`src/rtl/manual_clock_ctrl.sv`:
```
// Manual clock sequencer: turns the synchronised SR-latch button level into
// single-cycle clock-enable ticks (step, free run, burst) and flags latch faults.
module manual_clock_ctrl #(
    parameter int DIV_WIDTH   = 16,
    parameter int BURST_WIDTH = 8,
    parameter int SYNC_STAGES = 2
) (
    input  logic                   clk,
    input  logic                   reset,
    input  logic                   latch_q,
    input  logic                   latch_qn,
    input  logic [1:0]             mode,
    input  logic [DIV_WIDTH-1:0]   divisor,
    input  logic [BURST_WIDTH-1:0] burst_len,
    output logic                   tick,
    output logic                   busy,
    output logic [15:0]            tick_count,
    output logic                   fault
);

    typedef enum logic [1:0] {
        ST_IDLE  = 2'd0,
        ST_HOLD  = 2'd1,
        ST_RUN   = 2'd2,
        ST_BURST = 2'd3
    } state_t;

    localparam logic [DIV_WIDTH-1:0]   DIV_ZERO = {DIV_WIDTH{1'b0}};
    localparam logic [DIV_WIDTH-1:0]   DIV_ONE  = {{(DIV_WIDTH-1){1'b0}}, 1'b1};
    localparam logic [BURST_WIDTH-1:0] REM_ZERO = {BURST_WIDTH{1'b0}};
    localparam logic [BURST_WIDTH-1:0] REM_ONE  = {{(BURST_WIDTH-1){1'b0}}, 1'b1};

    logic [SYNC_STAGES-1:0] q_sync_r;
    logic [SYNC_STAGES-1:0] qn_sync_r;
    logic                   sq_s;
    logic                   sqn_s;
    logic                   pressed_s;
    logic                   released_s;
    logic                   equal_s;
    logic                   prev_pressed_r;
    logic                   press_evt_r;
    logic [1:0]             eq_cnt_r;
    logic                   fault_r;
    state_t                 state_r;
    logic                   tick_r;
    logic                   busy_r;
    logic [15:0]            tick_count_r;
    logic [DIV_WIDTH-1:0]   div_r;
    logic [BURST_WIDTH-1:0] rem_r;

    // A divisor of zero behaves like one: reload value is max(d,1)-1.
    function automatic logic [DIV_WIDTH-1:0] div_reload(input logic [DIV_WIDTH-1:0] d);
        return (d == DIV_ZERO) ? DIV_ZERO : (d - DIV_ONE);
    endfunction

    // Synchronise both latch rails; reset parks them in the released state.
    always_ff @(posedge clk) begin
        if (reset) begin
            q_sync_r  <= {SYNC_STAGES{1'b0}};
            qn_sync_r <= {SYNC_STAGES{1'b1}};
        end else begin
            q_sync_r  <= {q_sync_r[SYNC_STAGES-2:0], latch_q};
            qn_sync_r <= {qn_sync_r[SYNC_STAGES-2:0], latch_qn};
        end
    end

    assign sq_s       = q_sync_r[SYNC_STAGES-1];
    assign sqn_s      = qn_sync_r[SYNC_STAGES-1];
    assign pressed_s  = sq_s & ~sqn_s;
    assign released_s = ~sq_s & sqn_s;
    assign equal_s    = (sq_s == sqn_s);

    // Registered press event: not-pressed to pressed across consecutive cycles.
    always_ff @(posedge clk) begin
        if (reset) begin
            prev_pressed_r <= 1'b0;
            press_evt_r    <= 1'b0;
        end else begin
            prev_pressed_r <= pressed_s;
            press_evt_r    <= pressed_s & ~prev_pressed_r;
        end
    end

    // Sticky fault once both rails agree for four consecutive cycles.
    always_ff @(posedge clk) begin
        if (reset) begin
            eq_cnt_r <= 2'd0;
            fault_r  <= 1'b0;
        end else if (equal_s) begin
            if (eq_cnt_r == 2'd3) begin
                fault_r <= 1'b1;
            end else begin
                eq_cnt_r <= eq_cnt_r + 2'd1;
            end
        end else begin
            eq_cnt_r <= 2'd0;
        end
    end

    // Sequencer FSM; busy tracks leaving and re-entering IDLE.
    always_ff @(posedge clk) begin
        if (reset) begin
            state_r      <= ST_IDLE;
            tick_r       <= 1'b0;
            busy_r       <= 1'b0;
            tick_count_r <= 16'd0;
            div_r        <= DIV_ZERO;
            rem_r        <= REM_ZERO;
        end else begin
            tick_r <= 1'b0;
            case (state_r)
                ST_IDLE: begin
                    if (press_evt_r) begin
                        busy_r <= 1'b1;
                        if (mode == 2'b01) begin
                            div_r   <= div_reload(divisor);
                            state_r <= ST_RUN;
                        end else if ((mode == 2'b10) && (burst_len != REM_ZERO)) begin
                            div_r   <= div_reload(divisor);
                            rem_r   <= burst_len;
                            state_r <= ST_BURST;
                        end else begin
                            tick_r       <= 1'b1;
                            tick_count_r <= tick_count_r + 16'd1;
                            state_r      <= ST_HOLD;
                        end
                    end
                end
                ST_HOLD: begin
                    if (released_s) begin
                        state_r <= ST_IDLE;
                        busy_r  <= 1'b0;
                    end
                end
                ST_RUN: begin
                    // A fresh press wins over a divider expiry in the same cycle.
                    if (press_evt_r) begin
                        state_r <= ST_HOLD;
                    end else if (mode != 2'b01) begin
                        state_r <= ST_IDLE;
                        busy_r  <= 1'b0;
                    end else if (div_r == DIV_ZERO) begin
                        tick_r       <= 1'b1;
                        tick_count_r <= tick_count_r + 16'd1;
                        div_r        <= div_reload(divisor);
                    end else begin
                        div_r <= div_r - DIV_ONE;
                    end
                end
                ST_BURST: begin
                    if (press_evt_r) begin
                        state_r <= ST_HOLD;
                    end else if (div_r == DIV_ZERO) begin
                        tick_r       <= 1'b1;
                        tick_count_r <= tick_count_r + 16'd1;
                        div_r        <= div_reload(divisor);
                        rem_r        <= rem_r - REM_ONE;
                        if (rem_r == REM_ONE) begin
                            state_r <= ST_HOLD;
                        end
                    end else begin
                        div_r <= div_r - DIV_ONE;
                    end
                end
                default: begin
                    state_r <= ST_IDLE;
                    busy_r  <= 1'b0;
                end
            endcase
        end
    end

    assign tick       = tick_r;
    assign busy       = busy_r;
    assign tick_count = tick_count_r;
    assign fault      = fault_r;

endmodule

```
`config.mk`:
```
export PLATFORM = sky130hd
export DESIGN_NAME = manual_clock_ctrl
export DESIGN_NICKNAME = d
export VERILOG_FILES = /design/src/rtl/manual_clock_ctrl.sv
export SDC_FILE = /design/constraint.sdc
export NUM_CORES = 1
export LEC_CHECK = 0
export ABC_AREA = 1
export ABC_CLOCK_PERIOD_IN_PS = 2900
export CAP_MARGIN = 20
export CORE_ASPECT_RATIO = 1.25
export CORE_MARGIN = 4
export CORE_UTILIZATION = 45
export CTS_BUF_LIST = sky130_fd_sc_hd__clkbuf_8
export DETAILED_ROUTE_END_ITERATION = 16
export MAX_ROUTING_LAYER = met4
export PLACE_DENSITY = 0.68
export SLEW_MARGIN = 5
export SYNTH_ARGS = -nofsm -noshare
export SYNTH_HDL_FRONTEND = slang
export SYNTH_SLANG_ARGS = --single-unit
```
`constraint.sdc`:
```
create_clock -name clk -period 2.9 [get_ports clk]
set_clock_uncertainty 0.2 [all_clocks]
set_input_delay 0.87 -clock clk [delete_from_list [all_inputs] [get_ports clk]]
set_output_delay 0.87 -clock clk [all_outputs]
set_load 0.01 [all_outputs]
```
# [Word level (Yosys, flattened, before mapping)]
# Cells that the tools add are included.
[word_totals] reg_bits=53 latch_bits=0 mem_bits_rw=0 romBits=0 inputBits=30 out_inout_bits=19 word_cells=108 mem_count=0
[classes] n_addsub=5 multipliers=0 n_div=0 order_cmp=0 n_eq_ne=23 n_shift=0 mux=46 bitwise_logic=7 reduce_logical=15
[op_table] operator="$mux W16" count=15
[op_table] operator="$pmux W16 S3" count=2
[op_table] operator="$mux W8" count=5
[op_table] operator="$logic_not A16 Y1" count=2
[op_table] operator="$sub A16 B1 Y16 const B" count=2
[op_table] operator="$ne A2 B2 Y1 const B" count=10
[op_table] operator="$mux W2" count=9
[op_table] operator="$add A16 B1 Y16 const B" count=1
[op_table] operator="$pmux W8 S2" count=1
[op_table] operator="$ne A3 B3 Y1 const B" count=4
[op_table] operator="$reduce_and A6 Y1" count=2
[op_table] operator="$mux W1" count=11
[op_table] operator="$reduce_and A5 Y1" count=2
[op_table] operator="$eq A2 B2 Y1 const B" count=4
[op_table] operator="$eq A8 B1 Y1 const B" count=1
[op_table] operator="$pmux W2 S4" count=1
[op_table] operator="$reduce_bool A8 Y1" count=1
[op_table] operator="$sub A8 B1 Y8 const B" count=1
[op_table] operator="$reduce_and A7 Y1" count=1
[op_table] operator="$pmux W1 S3" count=2
[op_table] operator="$reduce_bool A3 Y1" count=2
[op_table] operator="$eq A2 B1 Y1 const B" count=2
[op_table] operator="$not A1 Y1" count=4
[op_table] operator="$and A1 B1 Y1" count=3
[op_table] operator="8 further kinds" count=8

# [Logic depth before layout (Yosys ltp)]
# Gate-level depths: netlist of run 1.
[logic_depth] depth_word=6 ltp_mapped=13 depth_no_buf=12

# [Worst setup path before layout of run 1]
# OpenSTA, ideal clock, no wires.
[synth_timing] kind="input port to flip-flop" from="in divisor[0]" to="reg div_r[12]" setup_time_ns=0.109 arrival_time_ns=2.004 required_time_ns=2.591 setup_slack_ns=0.587 cell_stages=11 path_buffers=0 cell_sequence="inv_1 -> ha_1 -> nand3_1 -> nor2_1 -> nand3_1 -> nand2_4 -> inv_4 -> nand2_1 -> nand3_1 -> nand2_1 -> inv_1"
[synth_between] elab_chain_len=6 word_cells_on_any_way=11 cone_classes="1 x add/sub; 9 x mux; 1 x reduce/logical"
[synth_lines] element="start: declaration" line_no="13" text="input logic [DIV_WIDTH-1:0] divisor,"
[synth_lines] element="$sub A16 B1 Y16 or $logic_not A16 Y1 (tied branches)" line_no="53" text="return (d == DIV_ZERO) ? DIV_ZERO : (d - DIV_ONE);"
[synth_lines] element="$mux W16 (*)" line_no="53"
[synth_lines] element="$mux W16 (on tied branches)" line_no="142, 153, 118"
[synth_lines] element="$mux W16 (on tied branches)" line_no="139, 115"
[synth_lines] element="$mux W16 (on tied branches)" line_no="137, 113"
[synth_lines] element="$pmux W16 S3 (*)" line_no="111" text="case (state_r)"
[synth_lines] element="end signal: assignment" line_no="116" text="div_r <= div_reload(divisor);"
[synth_lines] element="end signal: assignment" line_no="145" text="div_r <= div_reload(divisor);"
[synth_lines] element="end signal: assignment" line_no="156" text="div_r <= div_reload(divisor);"
[synth_lines] element="end: declaration" line_no="48" text="logic [DIV_WIDTH-1:0] div_r;"
# Mark *: on every way between the ends. The rest lies on a longest branch, timed or not. The select of a mux whose other input is x is not followed.
# A chain may end at the register's enable or synchronous reset.

# [Worst setup path after layout of run 1]
[layout_timing] from="in divisor[0]" to="reg div_r[9]"
# The elaborated chain is that of the path after synthesis.

==> impl_results.md, run 1 <==
- Status: completed
- Pwr Density: 870.3 nW/um2
- Cell Area, Synth: 3935 um2
- Period minus WS final: 2.540 ns
- Metal3 WL: 338 um
- WL/cell: 12.20 um
- Synthesized area per cell: 6.054 um2
- # IOs: 49
- Xor and xnor area share after synthesis: 5.564%
- Synthesized instance count: 650
- Top post-synthesis cells by area: dfxtp_1 (27%), nand2_1 (19%), nor2_1 (11%)
- Detail Placement HPWL: 7714 um
- Initial DRC Count: 179
- Register Area: 1061 um2
- Final worst path period share: 87.58%
- CTS Buf Count: 5
- DRT Pass-1 Iters: 6
- Fin. Hold Viols: 0
- Worst Setup Path Type: in -> reg
- CTS tree: yes
- Final Max Tran Viols: 0
- Nets: 743
- Num rows: 37
- RSZ-0062 raised after global routing: no
- Worst min-delay path category: reg -> reg
- Ant diodes: 0
- DR top layer: met4
- Yosys warns: 0
- Setup TNS: 0 ns
- Die width: 91.64 um
- Area after DPL: 4544 um2
- Clk Latency, worst-skew pair: 0.32 ns
- Antenna violations before repair: 0
- Finished layout cell area: 4631 um2
- CP Capture Type: register
- Endpoints failing setup: 0
- Post-synth net total: 692
- Global route total overflow: 0
- DR vias/cell: 4.860
- Setup Buffers After CTS: 0
- Hold_buf cts: 0
- Die Y: 112.6 um
- Crit path DAT: 2.56 ns
- Critical Path RT: 2.92 ns
- Share of the synthesized area in the top cell type: 26.96%
- Clk pwr share: 10.6%
- Largest family of logic cells by synthesized area: simple AND/OR/NAND/NOR gates
- Sequential share of the synthesized area: 26.96%
- Setup crit start kind: input pin
- Int Pwr: 1929 uW
- Leading area contributor after synthesis: dfxtp_1
- First-pass GRT wire length: 16820 um
- Port bufs: 48
- Fillers: 874
- Max Cap Violations: 0
- Syn-to-layout area delta: 17.68%
- CTS Root Buffer Type: clkbuf_8
- Number of global-route vias before repair: 3870
- Rel. slew slack: 75.22%
- DR vias: 3980
- Post-synthesis register bit count: 53
- DRT antenna net count: 0
- Post-Synth Simple-Gate Area: 46.23%
- Met1 Routed Length: 4195 um
- CTS clk-pin slew, worst paths: 0.10 ns
- Max frequency: 393.7 MHz
- Number of synthesized flops with an enable pin: 0
- NetSw: 2102 uW
- Worst slew pin tran: 0.3703 ns
- Maximum fanout along the worst path: 7
- Multi-input gate area: 2479 um2
- Met2 WL: 5193 um
- Pin count of the biggest net entering global routing: 29
- Starting Density: 46.96%
- Total GRT Usage: 20.28%
- # DRC: 0
- Compound-Gate Fraction of Synth Area: 7.377%
- Sw frac: 52.15%
- Resized cells post-CTS: 0
- Post-Synth Adder-Cell Area: 3.816%
- Synth unique cells: 37
- Share of cells above drive strength 1: 9.687%
- Leakage: 0.002134 uW
- Sequential share of power: 26.3%
- Worst-case clock buffer depth: 2
- Dominant synthesized flop cell: dfxtp_1
- Ys async rst share: 0%
- Combinational Power Share: 63.1%
- Clock Sinks: 53
- R2R Setup Slk: 0.74 ns
- Mux share of post-synthesis cell area: 0%
- Routability cong.: 0.9697
- H-Tree Depth: 2
- Core footprint: 8379 um2
- Die Footprint: 10310 um2
- Maximum vdd drop: 0.0004063 V
- Total wire length: 9991 um
-- cells by family (layout without fill, tap and decap cells) --
logic type	count (synthesis)	after routing
AND/OR/NAND/NOR	418	418
XOR/XNOR	25	25
adder cells (fa/ha/maj)	12	12
flip-flops	53	53
AO/OA/AOI/OAI	49	49
buffers and inverters	93	145
-- per-layer routing --
metal,global-route usage [%],up-vias
li1,-,2137
met4,7.746,0
met1,21.27,1755
met5,-,-
met2,37.35,69
met3,3.552,19
-- cell usage in the layout, fill, tap and decap left out, types with 3 or more instances in the layout --
master,synthesis,routed
o21ai_0,9,9
ha_1,12,12
nand2_4,4,4
xnor2_1,8,8
or2_2,3,3
inv_2,9,9
buf_4,1,10
a21oi_1,21,21
dfxtp_1,53,53
clkdlybuf4s50_1,0,48
nor2_2,5,5
inv_1,66,67
nand2_1,194,194
nor3_1,7,7
nand3_1,63,63
nor2_4,3,3
clkbuf_8,0,5
o21ai_1,5,5
xor2_1,17,17
a21oi_2,10,10
nand4_1,9,9
nor2_1,114,114
nand2_2,11,11
-- synth_stat cells, types with 7 or more instances --
master	n
nand2_2	11
nand4_1	9
ha_1	12
o21ai_0	9
nand2_1	194
xnor2_1	8
inv_2	9
dfxtp_1	53
nor3_1	7
a21oi_2	10
nor2_1	114
nand3_1	63
xor2_1	17
inv_1	66
a21oi_1	21
-- final timing paths --
path,from,endpoint,cells after the start
max reg2reg,div_r[0],tick_count[15],10
min,prev_pressed_r,press_evt_r,1
max,divisor[0],div_r[9],12
min reg2reg,prev_pressed_r,press_evt_r,1
-- critical path, stage by stage --
cell	delay [ns]
clkdlybuf4s50_1	0.42
inv_1	0.08
ha_1	0.17
nand3_1	0.11
nor2_1	0.19
nand3_1	0.24
nand2_4	0.20
inv_4	0.06
nand2_1	0.06
nand3_1	0.06
nand2_1	0.06
inv_1	0.04
-- power groups by stage --
stage / logic (uW) / registers, uW / clock network [uW]
after global placement: 2510 / 1070 / 0
after detailed placement: 2540 / 1070 / 0
after CTS: 2550 / 1060 / 446
after floorplan: 2030 / 1030 / 0
final: 2540 / 1060 / 427
after global routing: 2910 / 1080 / 471
-- registers in the layout (all words and copies together), names as in the netlist --
register        cells
tick                1
eq_cnt_r            2
prev_pressed_r      1
q_sync_r            2
busy                1
fault               1
press_evt_r         1
tick_count         16
div_r              16
qn_sync_r           2
rem_r               8
state_r             2
-- per-stage QoR --
step	instances	util [%]	total power, uW	hold WS (ns)	setup WS [ns]
floorplan	650	-	3062	0.1728	0.5868
global placement	811	54.23	3582	0.1818	0.09700
detailed placement	811	54.23	3604	0.1850	0.03074
CTS	819	55.26	4052	0.2029	0.3680
global route	819	55.26	4461	0.2151	0.2043
finish	819	55.26	4030	0.1983	0.3601
-- layout make-up --
type / count / share of cell area [%]
flip-flops and latches: 53 / 22.91
multi-input cells: 504 / 53.53
repair buffers: 58 / 12.00
well taps: 117 / 3.161
clock inverters: 3 / 0.3783
clock buffers: 5 / 1.486
inverters: 79 / 6.539
Power figures use the tool's default switching activity.
==> run 2, diff against run 1 <==
CAP_MARGIN = default   (was 20)
==> results of run 2 <==
Final layout, timing and power as in run 1 (identical DEF).
